File: src/rtl/tick_scheduler_pkg.sv
// Shared types and widths for the tick scheduler and its level tracker.
package tick_scheduler_pkg;

  localparam int LEVEL_W = 4;
  localparam int FCNT_W  = 8;

  typedef enum logic [1:0] {
    IDLE  = 2'd0,
    RUN   = 2'd1,
    PAUSE = 2'd2,
    OVER  = 2'd3
  } sched_state_t;

endpackage

File: src/rtl/tick_scheduler_level_tracker.sv
// Apple counter and speed level; derives the frames-per-tick period from the level.
module level_tracker
  import tick_scheduler_pkg::*;
#(
  parameter int FRAMES_START     = 30,
  parameter int FRAMES_MIN       = 6,
  parameter int FRAMES_STEP      = 2,
  parameter int APPLES_PER_LEVEL = 4
) (
  input  logic               clk,
  input  logic               rst_n,
  input  logic               i_eat,
  input  logic               i_clear,
  output logic [LEVEL_W-1:0] o_level,
  output logic [FCNT_W-1:0]  o_period
);

  localparam logic [3:0]  APPLE_LAST = 4'(APPLES_PER_LEVEL - 1);
  localparam logic [11:0] START_W    = 12'(FRAMES_START);
  localparam logic [11:0] MIN_W      = 12'(FRAMES_MIN);
  localparam logic [11:0] STEP_W     = 12'(FRAMES_STEP);

  logic [3:0]         apple_cnt_q, apple_cnt_d;
  logic [LEVEL_W-1:0] level_q, level_d;
  logic [11:0]        drop, diff, period_w;

  // Next apple count / level: clear wins, level saturates at its maximum.
  always_comb begin
    apple_cnt_d = apple_cnt_q;
    level_d     = level_q;
    if (i_clear) begin
      apple_cnt_d = '0;
      level_d     = '0;
    end else if (i_eat) begin
      if (apple_cnt_q == APPLE_LAST) begin
        apple_cnt_d = '0;
        if (level_q != '1) level_d = level_q + LEVEL_W'(1);
      end else begin
        apple_cnt_d = apple_cnt_q + 4'd1;
      end
    end
  end

  // Apple count and level registers.
  always_ff @(posedge clk or negedge rst_n) begin
    if (!rst_n) begin
      apple_cnt_q <= '0;
      level_q     <= '0;
    end else begin
      apple_cnt_q <= apple_cnt_d;
      level_q     <= level_d;
    end
  end

  // Period = max(start - level*step, min), guarded against underflow in 12 bits.
  always_comb begin
    drop     = 12'(level_q) * STEP_W;
    diff     = '0;
    period_w = MIN_W;
    if (drop < START_W) begin
      diff = START_W - drop;
      if (diff > MIN_W) period_w = diff;
    end
  end

  assign o_level  = level_q;
  assign o_period = period_w[FCNT_W-1:0];

endmodule

File: src/rtl/tick_scheduler.sv
// Game-pace controller: converts frame pulses into tick-phase toggles, handles
// pause, and holds the game-over screen before issuing an auto-restart pulse.
//
// state | meaning
// IDLE  | waiting for start; frame counter preloaded, level cleared
// RUN   | counting frames, toggling phase every period
// PAUSE | frame counter frozen until the next pause toggle
// OVER  | end-of-game hold, counting frames down to auto restart
module tick_scheduler
  import tick_scheduler_pkg::*;
#(
  parameter int FRAMES_START     = 30,
  parameter int FRAMES_MIN       = 6,
  parameter int FRAMES_STEP      = 2,
  parameter int APPLES_PER_LEVEL = 4,
  parameter int OVER_FRAMES      = 180
) (
  input  logic               clk,
  input  logic               rst_n,
  input  logic               i_frame,
  input  logic               i_start,
  input  logic               i_eat,
  input  logic               i_failure,
  input  logic               i_success,
  input  logic               i_pause,
  input  logic               i_restart,
  output logic               o_phase,
  output logic               o_restart,
  output logic [LEVEL_W-1:0] o_level,
  output logic [1:0]         o_state
);

  sched_state_t      state_q;
  logic [FCNT_W-1:0] frame_cnt_q;
  logic [FCNT_W-1:0] over_cnt_q;
  logic              phase_q;
  logic              restart_q;
  logic [FCNT_W-1:0] period;
  logic              over_done;
  logic              lvl_eat;
  logic              lvl_clear;

  assign over_done = (state_q == OVER) && i_frame && (over_cnt_q == FCNT_W'(1));
  assign lvl_eat   = i_eat && ((state_q == RUN) || (state_q == PAUSE));
  assign lvl_clear = i_restart || (state_q == IDLE) || over_done;

  level_tracker #(
    .FRAMES_START     (FRAMES_START),
    .FRAMES_MIN       (FRAMES_MIN),
    .FRAMES_STEP      (FRAMES_STEP),
    .APPLES_PER_LEVEL (APPLES_PER_LEVEL)
  ) u_level (
    .clk      (clk),
    .rst_n    (rst_n),
    .i_eat    (lvl_eat),
    .i_clear  (lvl_clear),
    .o_level  (o_level),
    .o_period (period)
  );

  // Scheduler FSM with frame/over counters and registered phase/restart outputs.
  always_ff @(posedge clk or negedge rst_n) begin
    if (!rst_n) begin
      state_q     <= IDLE;
      frame_cnt_q <= FCNT_W'(FRAMES_START);
      over_cnt_q  <= '0;
      phase_q     <= 1'b0;
      restart_q   <= 1'b0;
    end else begin
      restart_q <= 1'b0;
      if (i_restart) begin
        // Phase deliberately kept so the game core sees no spurious tick.
        state_q     <= IDLE;
        frame_cnt_q <= FCNT_W'(FRAMES_START);
        over_cnt_q  <= '0;
      end else begin
        case (state_q)
          IDLE: begin
            frame_cnt_q <= period;
            if (i_start) state_q <= RUN;
          end
          RUN: begin
            if (i_failure || i_success) begin
              state_q    <= OVER;
              over_cnt_q <= FCNT_W'(OVER_FRAMES);
            end else if (i_pause) begin
              state_q <= PAUSE;
            end else if (i_frame) begin
              if (frame_cnt_q == FCNT_W'(1)) begin
                phase_q     <= ~phase_q;
                frame_cnt_q <= period;
              end else begin
                frame_cnt_q <= frame_cnt_q - FCNT_W'(1);
              end
            end
          end
          PAUSE: begin
            if (i_failure || i_success) begin
              state_q    <= OVER;
              over_cnt_q <= FCNT_W'(OVER_FRAMES);
            end else if (i_pause) begin
              state_q <= RUN;
            end
          end
          OVER: begin
            if (i_frame) begin
              over_cnt_q <= over_cnt_q - FCNT_W'(1);
              if (over_done) begin
                state_q   <= IDLE;
                restart_q <= 1'b1;
              end
            end
          end
          default: state_q <= IDLE;
        endcase
      end
    end
  end

  assign o_phase   = phase_q;
  assign o_restart = restart_q;
  assign o_state   = state_q;

endmodule
File: config.mk
export PLATFORM = sky130hd
export DESIGN_NAME = tick_scheduler
export DESIGN_NICKNAME = d
export VERILOG_FILES = /design/src/rtl/tick_scheduler_pkg.sv /design/src/rtl/tick_scheduler_level_tracker.sv /design/src/rtl/tick_scheduler.sv
export SDC_FILE = /design/constraint.sdc
export NUM_CORES = 1
export LEC_CHECK = 0
export CAP_MARGIN = 40
export CORE_MARGIN = 1.5
export CORE_UTILIZATION = 45
export DETAILED_ROUTE_END_ITERATION = 10
export PLACE_DENSITY_LB_ADDON = 0.25
export RECOVER_POWER = 50
export SLEW_MARGIN = 20
export SYNTH_ARGS = -nofsm -noshare
export SYNTH_HDL_FRONTEND = slang
export SYNTH_SLANG_ARGS = --single-unit
File: constraint.sdc
create_clock -name clk -period 4.9 [get_ports clk]
set_clock_uncertainty 0.2 [all_clocks]
set_input_delay 0.49 -clock clk [delete_from_list [all_inputs] [get_ports clk]]
set_output_delay 0.49 -clock clk [all_outputs]
set_load 0.02 [all_outputs]
==> out/metrics.yaml <==
cells_and_area:
  seq_area_um2: 706
  areaGrowthSynthToFinish_pct: 14.3
  multiInputGateArea_um2: 991
  drive_gt1_share_pct: 7.69
  antenna_cells: 0
  n_fill_cell: 343
  fin_util_pct: 54.4
  fin_nets: 230
drt:
  routed_wl_mm: 3.77
  wl_per_cell_um: 14.7
  drtIter0Drc: 80
  vias: 1527
  ant_nets: 0
  first_pass_iters: 4
  route.detailed.drc: 0
  avgViaCountPerCell: 5.96
sta:
  timing.final.crit_share_pct: 50.8
  hold_violations: 0
  finalSetupViolations: 0
  worst_pin_slew_ns: 1.45
  relSlewSlack_pct: 3.17
  post-route-min-period_ns: 2.49
  maxSlewViolCount: 0
  fin_ws_ns: 2.41
  fmax_ghz: 0.402
  finalSetupTns_ns: 0
  rsz0062_at_grt: "false"
power:
  power.leakage_nw: 0.800
  switching_share_pct: 37.7
  internal-power_mw: 0.436
  p_per_area_nw_per_um2: 346
  finalPower_mw: 0.700
  clkPwrFrac_pct: 20.2
  seq_power_share_pct: 41.5
  power_frac_comb_pct: 38.4
  peakVddDrop_mv: 0.118
  switchingPower_mw: 0.264
logic_synthesis:
  yosysWarnings: 0
  syn_area_um2: 1770
  synth_top_area_share_pct: 33.9
  synth_flop_cell: "dfrtp_1"
  syn_nets: 214
  synth_edf_count: 0
  synth_largest_area_cell: "dfrtp_1"
  synth_cell_types: 47
  avgSynthCellArea_um2: 9.17
  async_flop_share_pct: 100
  synth_cells: 193
  synth_seq_cells: 28
  yosysSeqAreaShare_pct: 39.9
  ys_top_cells_by_area: "dfrtp_1, ha_1, dfstp_2"
place:
  gp_congestion: 0.831
  dp_hpwl_mm: 2.79
  port_buffers: 16
  pre_cts_slack_ns: 2.20
run_status:
  status: "completed"
floorplanning:
  coreArea_um2: 3720
  rows: 22
  fp.dieH_um: 65.7
  initial_core_util_pct: 47.6
  die_w_um: 65.7
  io_pins: 17
  dieArea_um2: 4320
clock_tree:
  numCtsBuffers: 3
  post-cts-setup-buffers: 0
  clock_latency_ns: 0.27
  cts_sinks: 28
  cts_root_buf: "clkbuf_8"
  ctsHoldBuffers: 0
  cts.repair.resized: 0
  cts_tree: "yes"
  htreeDepth: 1
  clk_path_buf_depth: 2
  clk_pin_slew_ns: 0.09
worst_setup_path:
  end_kind: "register"
  required_ns: 4.83
  start_kind: "register"
  critPathMaxFanout: 11
  critPathKind: "reg -> reg"
  arrival_ns: 2.41
global_route:
  grt_pass1_vias: 1437
  grt_pass1_wl_mm: 6.51
  antenna_found_initial: 0
  overflow: 0
  grt_max_degree: 29
  grt_usage_pct: 19.4
run:
  max_cap_violations: 0
min_path:
  hold_class: "reg -> reg"
kinds of logic after synthesis:
group                    count (synthesis)  share of synthesized area, %
adder cells (fa/ha/maj)                 12                          8.49
flip-flops                              28                          39.9
buffers and inverters                   18                          3.82
XOR/XNOR                                 6                          2.97
AO/OA/AOI/OAI                           53                          21.1
multiplexers                             2                          1.13
AND/OR/NAND/NOR                         74                          22.6
synthesized netlist by cell type (4+ instances only):
master	count
a21oi_1	14
a311oi_1	5
a31oi_1	5
clkbuf_1	7
dfrtp_1	24
dfstp_2	4
ha_1	12
inv_1	11
nand2_1	15
nand2b_1	5
nand3_1	5
nor2_1	16
nor3_1	6
o21ai_0	6
area by class of cell:
| type | count | share of cell area (%) |
|---|---|---|
| clock buffers | 4 | 2.72 |
| flip-flops and latches | 28 | 34.9 |
| repair buffers | 18 | 8.35 |
| well taps | 48 | 2.97 |
| inverters | 11 | 2.04 |
| multi-input cells | 147 | 49.0 |
cell usage in the layout (no fill, tap or decap), types with 5 or more instances in the layout:
cell,Yosys,final
o21ai_0,6,6
a31oi_1,5,5
clkdlybuf4s50_1,0,12
a21oi_1,14,14
ha_1,12,12
nand2_1,15,15
nor2_1,16,16
dfrtp_1,24,24
nand2b_1,5,5
inv_1,11,11
nand3_1,5,5
nor3_1,6,6
a311oi_1,5,5
worst paths after layout:
kind / slack, ns / depth (start not counted) / to / start
hold reg to reg: 0.26 / 1 / o_phase$_DFFE_PN0P_ / o_phase$_DFFE_PN0P_
min in group asynchronous: 0.88 / 2 / o_state[1]$_DFFE_PN0P_ / rst_n
setup reg to reg: 2.41 / 6 / over_cnt_q[4]$_DFFE_PN0P_ / o_state[0]$_DFFE_PN0P_
max in group asynchronous: 2.77 / 2 / over_cnt_q[1]$_DFFE_PN0P_ / rst_n
hold / removal: 0.26 / 1 / o_phase$_DFFE_PN0P_ / o_phase$_DFFE_PN0P_
setup / recovery: 2.41 / 6 / over_cnt_q[4]$_DFFE_PN0P_ / o_state[0]$_DFFE_PN0P_
routing by layer:
metal | vias up | share of wire (%) | global-route usage (%)
met1 | 733 | 49 | 27.9
met5 | - | 0 | 0
met4 | 0 | 0.90 | 6.77
met2 | 41 | 45 | 29.5
li1 | 749 | - | -
met3 | 4 | 4.8 | 3.08
registers in the layout, summed over array words and instances, names as in the netlist:
signal,count
frame_cnt_q,8
over_cnt_q,8
u_level.apple_cnt_q,4
u_level.o_level,4
o_state,2
o_phase,1
o_restart,1
worst max-delay path, cell delays in order (launching register included):
cell and delay [ns]:
dfrtp_1 0.46, inv_1 0.14, ha_1 0.38, mux2i_1 0.09
a21oi_1 0.64, and2_1 0.30, a311oi_1 0.13
through the flow:
stage / area [um2] / hold WS [ns] / std cells
after floorplan: 1770 / -0.00559 / 193
after global placement: 1970 / 0.257 / 251
after detailed placement: 1980 / 0.261 / 252
after CTS: 2030 / 0.274 / 256
after global routing: 2020 / 0.286 / 256
final: 2020 / 0.264 / 256
power groups by stage:
stage / Combinational (mW) / Clock (mW) / Sequential [mW]
6_report: 0.269 / 0.141 / 0.290
4_1_cts: 0.273 / 0.146 / 0.290
2_1_floorplan: 0.200 / 0 / 0.293
3_5_place_dp: 0.272 / 0 / 0.294
3_3_place_gp: 0.260 / 0 / 0.292
5_1_grt: 0.303 / 0.157 / 0.295
(Power assumes the default switching activity.)
==> variant 1 (config.mk and constraints unchanged) <==
Set the package constant `FCNT_W` to 10 (it was 8).
--- a/src/rtl/tick_scheduler_pkg.sv
+++ b/src/rtl/tick_scheduler_pkg.sv
@@ -2,7 +2,7 @@
 package tick_scheduler_pkg;
 
   localparam int LEVEL_W = 4;
-  localparam int FCNT_W  = 8;
+  localparam int FCNT_W  = 10;
 
   typedef enum logic [1:0] {
     IDLE  = 2'd0,
Behaviour: no difference found for any inputs over 10 cycles, from zero or initial values and one cycle with rst_n low; that may be too few to reach the edited logic, so the function may still have changed.
==> variant 1 against the unedited design <==
Largest cell class unchanged; the flow now finishes with violations (capacitance limit, slew limit); synthesized area increased by 15%; total power increased by 45%; highest routed layer unchanged; cell area increased by 15%; worst setup slack improved by 3.1 ps; routed wire length increased by 20%; worst hold slack got worse by 2.4 ps; sequential cell count increased by 4; die area increased by 15%; synthesized cell count increased by 18%.
==> variant 1: results (changes against the unedited design) <==
Worst R2R Setup Slack=2420 ps (about the same); H-tree depth=2 (+1); via density per instance=6.12 (+2.7%); delay of the slowest cell on the worst path=530 ps (-110 ps); Placed Cells incl. Taps=289 (+15%); Netlist cell types=51 (+8.5%); P_leak=1.00 nW (+25%); largest net degree at the start of global routing=33 (+14%); vias in the first global route=1681 (+17%); R2R Path End=over_cnt_q[9]$_DFFE_PN0P_; fin cells=297 (+16%); Setup-failing EPs final=0 (unchanged); clock-net power=200 uW (+42%); worst-skew pair later-pin latency=290 ps (+20 ps); failing checks=capacitance limit, slew limit; share of cells above drive strength 1=8.57% (+0.88 points); CTS Root Cell=clkbuf_8; Top Registers=frame_cnt_q: 10 flops, over_cnt_q: 10 flops; total CTS buffers=5 (+2); combinational group power=462 uW (+72%); final period utilization=50.7% (-0.064 points); Routed WL=4.54 mm (+20%); sw power=416 uW (+57%); Setup Buffers After CTS=0 (unchanged); Iter 0 DRT Violations=84 (+5.0%); commonest non-fill, non-tap cell in the layout=dfrtp_1; syn_nets=248 (+16%); dpl hpwl=3.12 mm (+12%); top cells by area, synth=dfrtp_1 34%, ha_1 7.4%, dfstp_2 5.2%; MaxCap Viol Count=1 (+1); Slowest-stage cell, CP=or3b_2; CTS clk-pin slew, worst paths=70 ps (-20 ps); dpl ws=2260 ps (+59.6 ps); crit-path leading delay family=simple AND/OR/NAND/NOR gates; Cells after Synth=227 (+18%); VDD IR max=0.257 mV (+120%); Fill cells=383 (+12%); Seq/Total Area, Yosys=39.5% (-0.40 points); Commonest cells post-synth=28 x dfrtp_1, 20 x nor2_1, 15 x nand2_1; Total GRT Usage=20.1% (+0.70 points); slew of the pin with the lowest slew margin=1760 ps (+303 ps); Reg2Reg Launch Point=o_state[0]$_DFFE_PN0P_; CP max FO=7 (-4); post-layout net count=265 (+15%); Final Slew Violations=33 (+33); Pwr Total=1.02 mW (+45%); status=complete, but fails checks
==> variant 1: area by class of cell <==
class / instances / area, sq um / area share, %
clock buffer: 7 / 76.3 / 3.28
multi-input combinational: 174 / 1160 / 49.7
clock inverter: 1 / 5.00 / 0.215
tap: 52 / 65.1 / 2.79
inverter: 13 / 48.8 / 2.10
sequential: 32 / 806 / 34.6
timing repair buffer: 18 / 171 / 7.36
==> variant 1: per-stage QoR <==
step / utilization (%) / area (sq um) / hold slack, ps
after global placement: 51.7 / 2250 / 255
after detailed placement: 51.7 / 2250 / 258
final: 53.5 / 2330 / 262
after floorplan: - / 2040 / -5.59
after CTS: 53.6 / 2330 / 270
after global routing: 53.5 / 2330 / 287
==> variant 1: routing by layer <==
metal,global-route usage [%],share of wire (%)
met4,7.91,2.3
met5,0,0
met1,28.8,50
met2,28.9,42
met3,5.19,5.5
==> variant 1: kinds of logic (layout without fill, tap and decap cells) <==
family          after synthesis  in the layout  share of synthesized area (%)
compound gates               54             54                           18.3
xor+xnor                      6              6                           2.58
fa+ha+maj                    12             12                           7.36
buf+inv                      21             39                           3.86
flops                        32             32                           39.5
mux                           3              3                           1.53
simple gates                 99             99                           26.9
==> variant 1: how the worst max path moves through the flow <==
| stage | start | to | cells past startpoint |
|---|---|---|---|
| floorplan | o_state[0]$_DFFE_PN0P_ | over_cnt_q[9]$_DFFE_PN0P_ | 7 |
| global placement | i_restart | frame_cnt_q[9]$_DFFE_PN0P_ | 5 |
| detailed placement | i_failure | frame_cnt_q[6]$_DFFE_PN0P_ | 6 |
| CTS | o_state[0]$_DFFE_PN0P_ | over_cnt_q[9]$_DFFE_PN0P_ | 6 |
| global route | rst_n | o_state[0]$_DFFE_PN0P_ | 2 |
| finish | o_state[0]$_DFFE_PN0P_ | over_cnt_q[9]$_DFFE_PN0P_ | 6 |
==> variant 2 (config.mk and constraints unchanged) <==
Made on the original files. Put one more register stage on the output `o_restart`, cleared by the reset. The value now appears one clock later. The other outputs are not delayed to match.
--- a/src/rtl/tick_scheduler.sv
+++ b/src/rtl/tick_scheduler.sv
@@ -118,7 +118,13 @@
   end
 
   assign o_phase   = phase_q;
-  assign o_restart = restart_q;
+  always_ff @(posedge clk or negedge rst_n) begin
+    if (!rst_n) begin
+      o_restart <= '0;
+    end else begin
+      o_restart <= restart_q;
+    end
+  end
   assign o_state   = state_q;
 
 endmodule
Check against the original RTL: no difference found for any inputs over 10 cycles, from zero or initial values and one cycle with rst_n low; that may be too few to reach the edited logic, so the function may still have changed.
==> variant 2 against the unedited design <==
Largest power group is now combinational cells; sequential cell count rose by 1; combinational power up 23%; worst setup slack improved by 32 ps; cell area increased by 2.8%; total power rose by 19%; the run now ends with capacitance limit, slew limit left; synthesized area grew 2.2%; clock power grew 33%; routed wire length down 0.90%; largest cell class unchanged; synthesized cell count shrank 1.0%; sequential power up 7.9%.
==> variant 2: results (changes against the unedited design) <==
dpl hpwl=2.71 mm (-2.8%); share of cells above drive strength 1=9.57% (+1.9 points); largest net degree at the start of global routing=30 (+3.4%); status=complete, but fails checks; vias in the first global route=1447 (+0.70%); post-layout net count=229 (-0.43%); H-tree depth=2 (+1); Die W=66.4 um (+1.0%); post-place instance area=2000 sq um (+1.3%); routed len/inst=14.5 um (-1.3%); crit-path leading delay family=multiplexers; delay of the slowest cell on the worst path=750 ps (+110 ps); P_leak=0.842 nW (+5.3%); CP max FO=12 (+1); CTS clk-pin slew, worst paths=60 ps (-30 ps); Worst slew margin=-5.70% (-8.9 points); fin cells=257 (+0.39%); Seq/Total Area, Yosys=40.4% (+0.53 points); Commonest cells post-synth=25 x dfrtp_1, 18 x nor2_1, 14 x a21oi_1; top cells by area, synth=dfrtp_1 35%, ha_1 8.3%, dfstp_2 5.8%; failing checks=capacitance limit, slew limit; MaxCap Viol Count=1 (+1); Netlist cell types=49 (+4.3%); Fill cells=334 (-2.6%); Final Slew Violations=30 (+30); total CTS buffers=5 (+2); Total GRT Usage=19.2% (-0.26 points); Iter 0 DRT Violations=106 (+33%); syn_nets=212 (-0.93%)
==> variant 2: area by class of cell <==
type,count,area share [%]
sequential,29,35.1
multi-input combinational,143,48.0
timing repair buffer,17,7.88
tap,48,2.89
clock inverter,2,0.481
inverter,12,2.17
clock buffer,6,3.49
==> variant 2: logic make-up after synthesis <==
logic type / Yosys count / synth area share, %
compound gates: 51 / 19.8
xor+xnor: 5 / 2.42
fa+ha+maj: 12 / 8.30
buf+inv: 19 / 4.43
flops: 29 / 40.4
mux: 5 / 2.84
simple gates: 70 / 21.8
==> variant 2: worst paths after layout <==
kind / from / to / slack [ps] / cells after the start
setup / recovery: o_state[1]$_DFFE_PN0P_ / frame_cnt_q[1]$_DFFE_PN1P_ / 2440 / 5
max in group asynchronous: rst_n / over_cnt_q[2]$_DFFE_PN0P_ / 2640 / 2
min in group asynchronous: rst_n / o_restart$_DFF_PN0_ / 940 / 2
hold reg to reg: restart_q$_DFF_PN0_ / o_restart$_DFF_PN0_ / 170 / 0
setup reg to reg: o_state[1]$_DFFE_PN0P_ / frame_cnt_q[1]$_DFFE_PN1P_ / 2440 / 5
hold / removal: restart_q$_DFF_PN0_ / o_restart$_DFF_PN0_ / 170 / 0
==> variant 2: metrics by stage <==
step                setup slack (ps)  hold slack, ps
finish                          2440             167
global route                    2220             180
CTS                             2460             168
detailed placement              2300             154
global placement                2380             134
floorplan                       2730           -5.59
==> variant 2: where the power goes <==
group	switching (mW)	internal, mW	total, mW
combinational	0.191	0.140	0.331
sequential	0.0401	0.273	0.313
clock	0.0895	0.0981	0.188
==> variant 2: layer usage <==
metal | vias to the layer above | GRT usage, % | share of wire, %
li1 | 742 | - | -
met3 | 2 | 5.62 | 3.3
met2 | 26 | 29.5 | 46
met1 | 727 | 25.4 | 51
met4 | 0 | 6.89 | 0.51
met5 | - | 0 | 0
